### src/rtl/display_scanner.sv
// display_scanner
//   Time-multiplexing scan controller for a 4-digit seven-segment display.
//   A prescaler divides clk down to one digit slot every DIV cycles and steps
//   the 2-bit digit index cnt. Display values are double-buffered: load
//   captures into a shadow copy, and the shadow is committed to the visible
//   display registers only when cnt wraps from 3 to 0, so a frame never mixes
//   old and new digits.
//
//   Optional feature: define DISPLAY_SCANNER_LZB_EN to enable leading-zero
//   blanking. Without it, blank is tied low and no blanking logic exists.

module display_scanner #(
   parameter int DIV   = 100000,
   parameter int DIV_W = $clog2(DIV)
) (
   input  logic        clk,
   input  logic        rst_n,
   input  logic [15:0] value,
   input  logic [3:0]  dp_in,
   input  logic        load,
   output logic [1:0]  cnt,
   output logic [3:0]  digit,
   output logic        dp,
   output logic        blank,
   output logic        upd_done
);

   // Last prescaler count of a slot; the tick fires while pre sits here.
   localparam logic [DIV_W-1:0] PRE_LAST = DIV_W'(DIV - 1);

   // Scan timing state
   logic [DIV_W-1:0] pre_q, pre_d;
   logic [1:0]       cnt_q, cnt_d;
   logic             tick;
   logic             frame_end;

   // Double buffer state
   logic [15:0]      shadow_q, shadow_d;
   logic [3:0]       shadow_dp_q, shadow_dp_d;
   logic             pending_q, pending_d;
   logic [15:0]      disp_q, disp_d;
   logic [3:0]       disp_dp_q, disp_dp_d;

   // Registered outputs
   logic [3:0]       digit_q, digit_d;
   logic             dp_q, dp_d;
   logic             upd_q, upd_d;

   assign tick      = (pre_q == PRE_LAST);
   // The frame boundary is the tick that carries cnt from 3 back to 0.
   assign frame_end = tick && (cnt_q == 2'd3);

   // Prescaler and digit index: hold each index for exactly DIV cycles.
   always_comb begin
      // NOTE: every signal assigned here gets a default first, so no path can
      // leave it unassigned and infer a latch.
      pre_d = pre_q + DIV_W'(1);
      cnt_d = cnt_q;
      if (tick) begin
         pre_d = '0;
         cnt_d = cnt_q + 2'd1;
      end
   end

   // Scan counter registers.
   always_ff @(posedge clk or negedge rst_n) begin
      if (!rst_n) begin
         pre_q <= '0;
         cnt_q <= 2'd0;
      end else begin
         // NOTE: state registers use non-blocking assignments so every
         // register samples the pre-edge value of every other register.
         pre_q <= pre_d;
         cnt_q <= cnt_d;
      end
   end

   // Double buffer: loads land in the shadow unless they coincide with a
   // frame boundary, in which case they go straight to the display and the
   // shadow is bypassed. A load always supersedes anything still pending.
   always_comb begin
      shadow_d    = shadow_q;
      shadow_dp_d = shadow_dp_q;
      pending_d   = pending_q;
      disp_d      = disp_q;
      disp_dp_d   = disp_dp_q;
      upd_d       = 1'b0;

      if (frame_end && load) begin
         disp_d    = value;
         disp_dp_d = dp_in;
         pending_d = 1'b0;
         upd_d     = 1'b1;
      end else if (frame_end && pending_q) begin
         disp_d    = shadow_q;
         disp_dp_d = shadow_dp_q;
         pending_d = 1'b0;
         upd_d     = 1'b1;
      end else if (load) begin
         shadow_d    = value;
         shadow_dp_d = dp_in;
         pending_d   = 1'b1;
      end
   end

   // Buffer registers, including the update strobe.
   always_ff @(posedge clk or negedge rst_n) begin
      if (!rst_n) begin
         // NOTE: the display and shadow storage are reset too: their contents
         // drive the outputs directly, and a reset must also drop any pending
         // load rather than let it surface afterwards.
         shadow_q    <= 16'h0000;
         shadow_dp_q <= 4'h0;
         pending_q   <= 1'b0;
         disp_q      <= 16'h0000;
         disp_dp_q   <= 4'h0;
         upd_q       <= 1'b0;
      end else begin
         shadow_q    <= shadow_d;
         shadow_dp_q <= shadow_dp_d;
         pending_q   <= pending_d;
         disp_q      <= disp_d;
         disp_dp_q   <= disp_dp_d;
         upd_q       <= upd_d;
      end
   end

   // Digit and decimal point selection from the next index and next display
   // contents, so the registered outputs switch on the same edge as cnt.
   always_comb begin
      digit_d = disp_d[3:0];
      case (cnt_d)
         2'd0:    digit_d = disp_d[3:0];
         2'd1:    digit_d = disp_d[7:4];
         2'd2:    digit_d = disp_d[11:8];
         default: digit_d = disp_d[15:12];
      endcase
      dp_d = disp_dp_d[cnt_d];
   end

   // Output registers for digit and decimal point.
   always_ff @(posedge clk or negedge rst_n) begin
      if (!rst_n) begin
         digit_q <= 4'h0;
         dp_q    <= 1'b0;
      end else begin
         digit_q <= digit_d;
         dp_q    <= dp_d;
      end
   end

`ifdef DISPLAY_SCANNER_LZB_EN
   logic blank_q, blank_d;

   // Leading-zero blanking: digit k (1..3) goes dark when it and every more
   // significant nibble are zero and its own decimal point is off. Digit 0
   // always shows, so an all-zero value still displays a single 0.
   always_comb begin
      blank_d = 1'b0;
      case (cnt_d)
         2'd1:    blank_d = (disp_d[15:4]  == 12'h000) && !disp_dp_d[1];
         2'd2:    blank_d = (disp_d[15:8]  == 8'h00)   && !disp_dp_d[2];
         2'd3:    blank_d = (disp_d[15:12] == 4'h0)    && !disp_dp_d[3];
         default: blank_d = 1'b0;
      endcase
   end

   // Blank register, aligned with cnt like the other outputs.
   always_ff @(posedge clk or negedge rst_n) begin
      if (!rst_n) begin
         blank_q <= 1'b0;
      end else begin
         blank_q <= blank_d;
      end
   end

   assign blank = blank_q;
`else
   assign blank = 1'b0;
`endif

   assign cnt      = cnt_q;
   assign digit    = digit_q;
   assign dp       = dp_q;
   assign upd_done = upd_q;

endmodule

### config.mk
export PLATFORM = sky130hd
export DESIGN_NAME = display_scanner
export DESIGN_NICKNAME = d
export VERILOG_FILES = /design/src/rtl/display_scanner.sv
export SDC_FILE = /design/constraint.sdc
export NUM_CORES = 1
export LEC_CHECK = 0
export ABC_AREA = 1
export BUFFER_PORTS_ARGS = -buffer_cell sky130_fd_sc_hd__buf_2
export CORE_UTILIZATION = 60
export CTS_CLUSTER_SIZE = 30
export DETAILED_ROUTE_END_ITERATION = 8
export PLACE_DENSITY = 0.81
export RECOVER_POWER = 100
export SLEW_MARGIN = 20
export SYNTH_ARGS = -nofsm -noshare
export SYNTH_HDL_FRONTEND = slang
export SYNTH_SLANG_ARGS = --single-unit
export TNS_END_PERCENT = 20
### constraint.sdc
create_clock -name clk -period 5.03 [get_ports clk]
set_input_delay 0 -clock clk [delete_from_list [all_inputs] [get_ports clk]]
set_output_delay 0 -clock clk [all_outputs]
set_load 0.01 [all_outputs]
Yosys cells after proc, flatten, opt, wreduce, memory -nomap -nowiden --
Index checks and enable logic that the tools add are counted.
Storage, ports and cells: word-level logic and storage cells 39, input bits 23, output and inout port bits 9, flip-flop bits (word level) 66
Cells by class: equality and inequality tests 4, mux-type cells 14, reductions and logical operators 6, add/sub/neg operators 2, order comparisons 1, bitwise logic cells 2
Operators by type and width (number):
- 2-to-1 mux 16 bit | 2
- adder 17 x 1 -> 17 bit (second input constant) | 1
- == test 17 bit (second input constant) | 1
- 2-to-1 mux 17 bit | 1
- case mux 4 bit (3 select lines) | 1
- 2-to-1 mux 4 bit | 2
- 2-to-1 mux 1 bit | 6
- == test 2 bit (second input constant) | 2
- logical AND 1 bit | 3
- < comparator 2 x 3 -> 1 bit (second input constant) | 1
- AND reduction 3 bit | 1
- nonzero test 3 bit | 1
- adder 2 x 1 -> 2 bit (second input constant) | 1
- binary-select mux 1 bit (select 2 bit) | 1
- == test 2 x 1 -> 1 bit (second input constant) | 1
- logical NOT 2 bit | 1
- 2-to-1 mux 2 bit | 1
- inverter 1 bit | 2

Longest topological paths before layout --
depth in word-level cells 7, mapped depth 11, mapped depth without buffers 11

Worst setup path before layout --
OpenSTA, ideal clock, no wires.
kind reg-to-reg, start point reg pre_q[0], end point reg digit_q[0] (netlist: digit[0]), clock period less this slack 1645 ps, stages on the path, launching flop included 12, path buffers 1, setup slack 3385 ps, data required time 4900 ps, library setup time 130 ps, arrival time 1515 ps, path through dfrtp_1 ha_1 nand3_2 inv_2 nand3_2 nor2_8 nand3_2 buf_2 nand2_1 nand3_1 nand3_1 nand4_1
Between the ends: cells in the longest elaborated chain, start to end 6, elaborated cells between the ends (all ways) 11, those cells by class eq/ne: 3; mux: 4; reduce/logical: 4
RTL lines:
- start: declaration | RTL line 32 | logic [DIV_W-1:0] pre_q, pre_d;
- start signal: assignment | RTL line 73 | pre_q <= pre_d;
- == test 17 bit (*) | RTL line 49 | assign tick = (pre_q == PRE_LAST);
- logical AND 1 bit | RTL line 51 | assign frame_end = tick && (cnt_q == 2'd3);
- logical AND 1 bit | RTL line 94 | end else if (frame_end && pending_q) begin
- 2-to-1 mux 16 bit | RTL line 94
- 2-to-1 mux 16 bit | RTL line 89 | if (frame_end && load) begin
- case mux 4 bit (3 select lines) (*) | RTL line 132 | case (cnt_d)
- named net digit_d[0] | RTL line 45 | logic [3:0] digit_q, digit_d;
- end signal: assignment | RTL line 147 | digit_q <= digit_d;
- end: declaration | RTL line 45
The timed path passes the listed nets; every way through them passes the cells marked *. A chain may end at the register's enable or synchronous reset.

Worst setup path in the final report --
start point reg pre_q[0], end point reg digit_q[2] (netlist: digit[2])
Same word-level chain as after synthesis.

==> results.cfg <==
[clock_network]
clk_pin_slew_ps = 70
root_buffer = clkbuf_8
cts_buffer_depth = 2
cts_sinks = 66
cts_tree = yes
cts_buffers = 9
h-tree-depth = 3
clkLatencyLatePin_ps = 350
post_cts_buffers = 0

[critical_path]
crit_fanout = 28
cp_slowest_cell = inv_1
crit_required_ps = 5260
cp_cell_sequence = ha_1, nand3_1, inv_1, nand3_1, nor2_8, nand3_1, inv_1, nand2_1, nand3_1, nand4_1
cp-end-kind = flop
cpPeakStageDelay_ps = 830
worst_path_most_repeated_cell = nand3_1
worstSetupStartpointType = flop
crit_type = reg2reg
cp.arrival_ps = 3750

[placed_design]
numPortBuffers = 30
hpwl_um = 4540
gp_congestion = 0.853
placed_area_um2 = 3460

[power]
finalPower_mw = 1.07
p_per_area_nw_per_um2 = 278
vdd_drop_max_mv = 0.236
p_leak_nw = 1.80

[final_layout]
fin_util = 0.738
drive_gt1_frac = 0.111
fill_cells = 395
seqCellArea_um2 = 1650
final_cell_mix = 94 x nand2_1, 66 x dfrtp_1, 51 x nand3_1, 43 x inv_1, 31 x nand4_1
multiInputGateArea_um2 = 1360
post-route-cell-area_um2 = 3840
layout_commonest_cell = nand2_1
final_nets = 472
area_growth_pct = 16.4
diodes = 0

[drt]
post-route-drc-count = 0
vias = 2880
vias_per_cell = 5.52
route.detailed.wl_per_inst_um = 14.5
first_iter_violations = 116
first_pass_iters = 5
routed_wl_um = 7570
ant_nets = 0

[synthesis]
syn-num-nets = 425
synth-seq-cells = 66
syn_area_um2 = 3300
synth-seq-area-share = 0.500
yosys.cell_types.count = 29
syn_avg_cell_area_um2 = 8.26
synth_warnings = 0
syn_inst = 400

[grt]
grt_use_total = 0.283
antenna_found_initial = 0
grt_first_pass_wirelength_um = 12800
grt_max_degree = 67
grt_pass1_vias = 2841
grt_overflow_total = 0

[floorplanning]
dieArea_um2 = 5810
fp.dieW_um = 76.2
pin_count = 32
coreArea_um2 = 5200
start_util = 0.635
die_height_um = 76.2
std_cell_rows = 26

[hold_path]
hold_path.class = in2async

[timing]
fin_crit_sh = 0.699
clock_skew_ps = 10.2
tns_ps = 0
tightest_slew_ps = 1130
slew_viol_final = 0
rsz0062_at_grt = false
maxSlewHeadroom = 0.246
hold_viol = 0
fmax_mhz = 284
final.min_clock_period_ps = 3520
finalSetupViolations = 0

[job]
max-cap-violations = 0

[run_status]
status = finished clean
[cells in the mapped netlist, drive strengths merged]
cell type / count / share of area
nand2: 97 / 0.11
dfrtp: 66 / 0.50
nand3: 52 / 0.086
inv: 47 / 0.053
nand4: 31 / 0.059
o21ai: 26 / 0.039
nor2: 25 / 0.040
and2: 20 / 0.038
buf: 13 / 0.022
clkbuf: 4 / 0.0045
nor3: 4 / 0.0076
xor2: 4 / 0.011
a21oi: 3 / 0.0045
ha: 2 / 0.0076
a31oi: 1 / 0.0019
conb: 1 / 0.0011
nand3b: 1 / 0.0023
o21a: 1 / 0.0023
o21bai: 1 / 0.0023
xnor2: 1 / 0.0027
[report_power, final]
part | leakage, nW | internal, mW | switching (mW)
clock network | 0.0986 | 0.255 | 0.205
logic | 0.969 | 0.0240 | 0.0294
registers | 0.736 | 0.545 | 0.00873
total | 1.80 | 0.824 | 0.243
[state kept, by name, indices dropped and copies added (netlist names), 2 cells and up]
| signal | flops |
|---|---|
| digit | 4 |
| cnt | 2 |
| shadow_q | 16 |
| pre_q | 17 |
| disp_dp_q | 4 |
| shadow_dp_q | 4 |
| disp_q | 16 |
[path summary, 6_finish.rpt]
path                       startpoint         to  depth (start not counted)  slack (ps)
min                             rst_n  pre_q[13]                          3         350
max in group asynchronous       rst_n  pre_q[12]                          3        4130
max reg2reg                  pre_q[0]   digit[2]                         10        1510
min in group clk                 load  pending_q                          3         410
min reg2reg                  pre_q[0]   pre_q[0]                          1         470
max                          pre_q[0]   digit[2]                         10        1510
[worst max-delay path: cells and delay by family (launching register included)]
family,cells,cell delay (ps)
AND/OR/NAND/NOR,7,1850
buffers and inverters,2,960
flip-flops,1,380
adder cells (fa/ha/maj),1,200
[logic make-up (layout without fill, tap and decap cells)]
family / Yosys count / in the layout / share of synthesized area
adder cells (fa/ha/maj): 2 / 2 / 0.00757
XOR/XNOR: 5 / 5 / 0.0133
other: 1 / 1 / 0.00114
AO/OA/AOI/OAI: 32 / 32 / 0.0504
buffers and inverters: 64 / 116 / 0.0799
flip-flops: 66 / 66 / 0.500
AND/OR/NAND/NOR: 230 / 230 / 0.348
[repair_timing]
action | CTS | global route
resized for setup | 0 | 0
hold endpoints to repair | 104 | 0
hold buffers | 22 | 0
[metrics by stage]
| stage | instances | hold slack [ps] | worst slack [ps] |
|---|---|---|---|
| 2_1_floorplan | 400 | -296 | 3390 |
| 3_3_place_gp | 484 | 230 | 2420 |
| 3_5_place_dp | 484 | 230 | 2340 |
| 4_1_cts | 522 | 395 | 2300 |
| 5_1_grt | 522 | 449 | 1280 |
| 6_report | 522 | 351 | 1510 |
[per-layer routing]
layer	up-vias	share of wire	track usage
met5	-	0	0
met4	0	0.017	0.123
met3	18	0.055	0.0719
met2	102	0.51	0.489
met1	1362	0.42	0.334
li1	1398	-	-
[cell type report]
class / instances / area share
sequential: 66 / 0.430
multi-input combinational: 270 / 0.353
timing repair buffer: 53 / 0.0957
inverter: 47 / 0.0459
clock buffer: 12 / 0.0404
tap: 70 / 0.0228
clock inverter: 4 / 0.0130
Note: power is estimated with default switching activity, not from simulation.
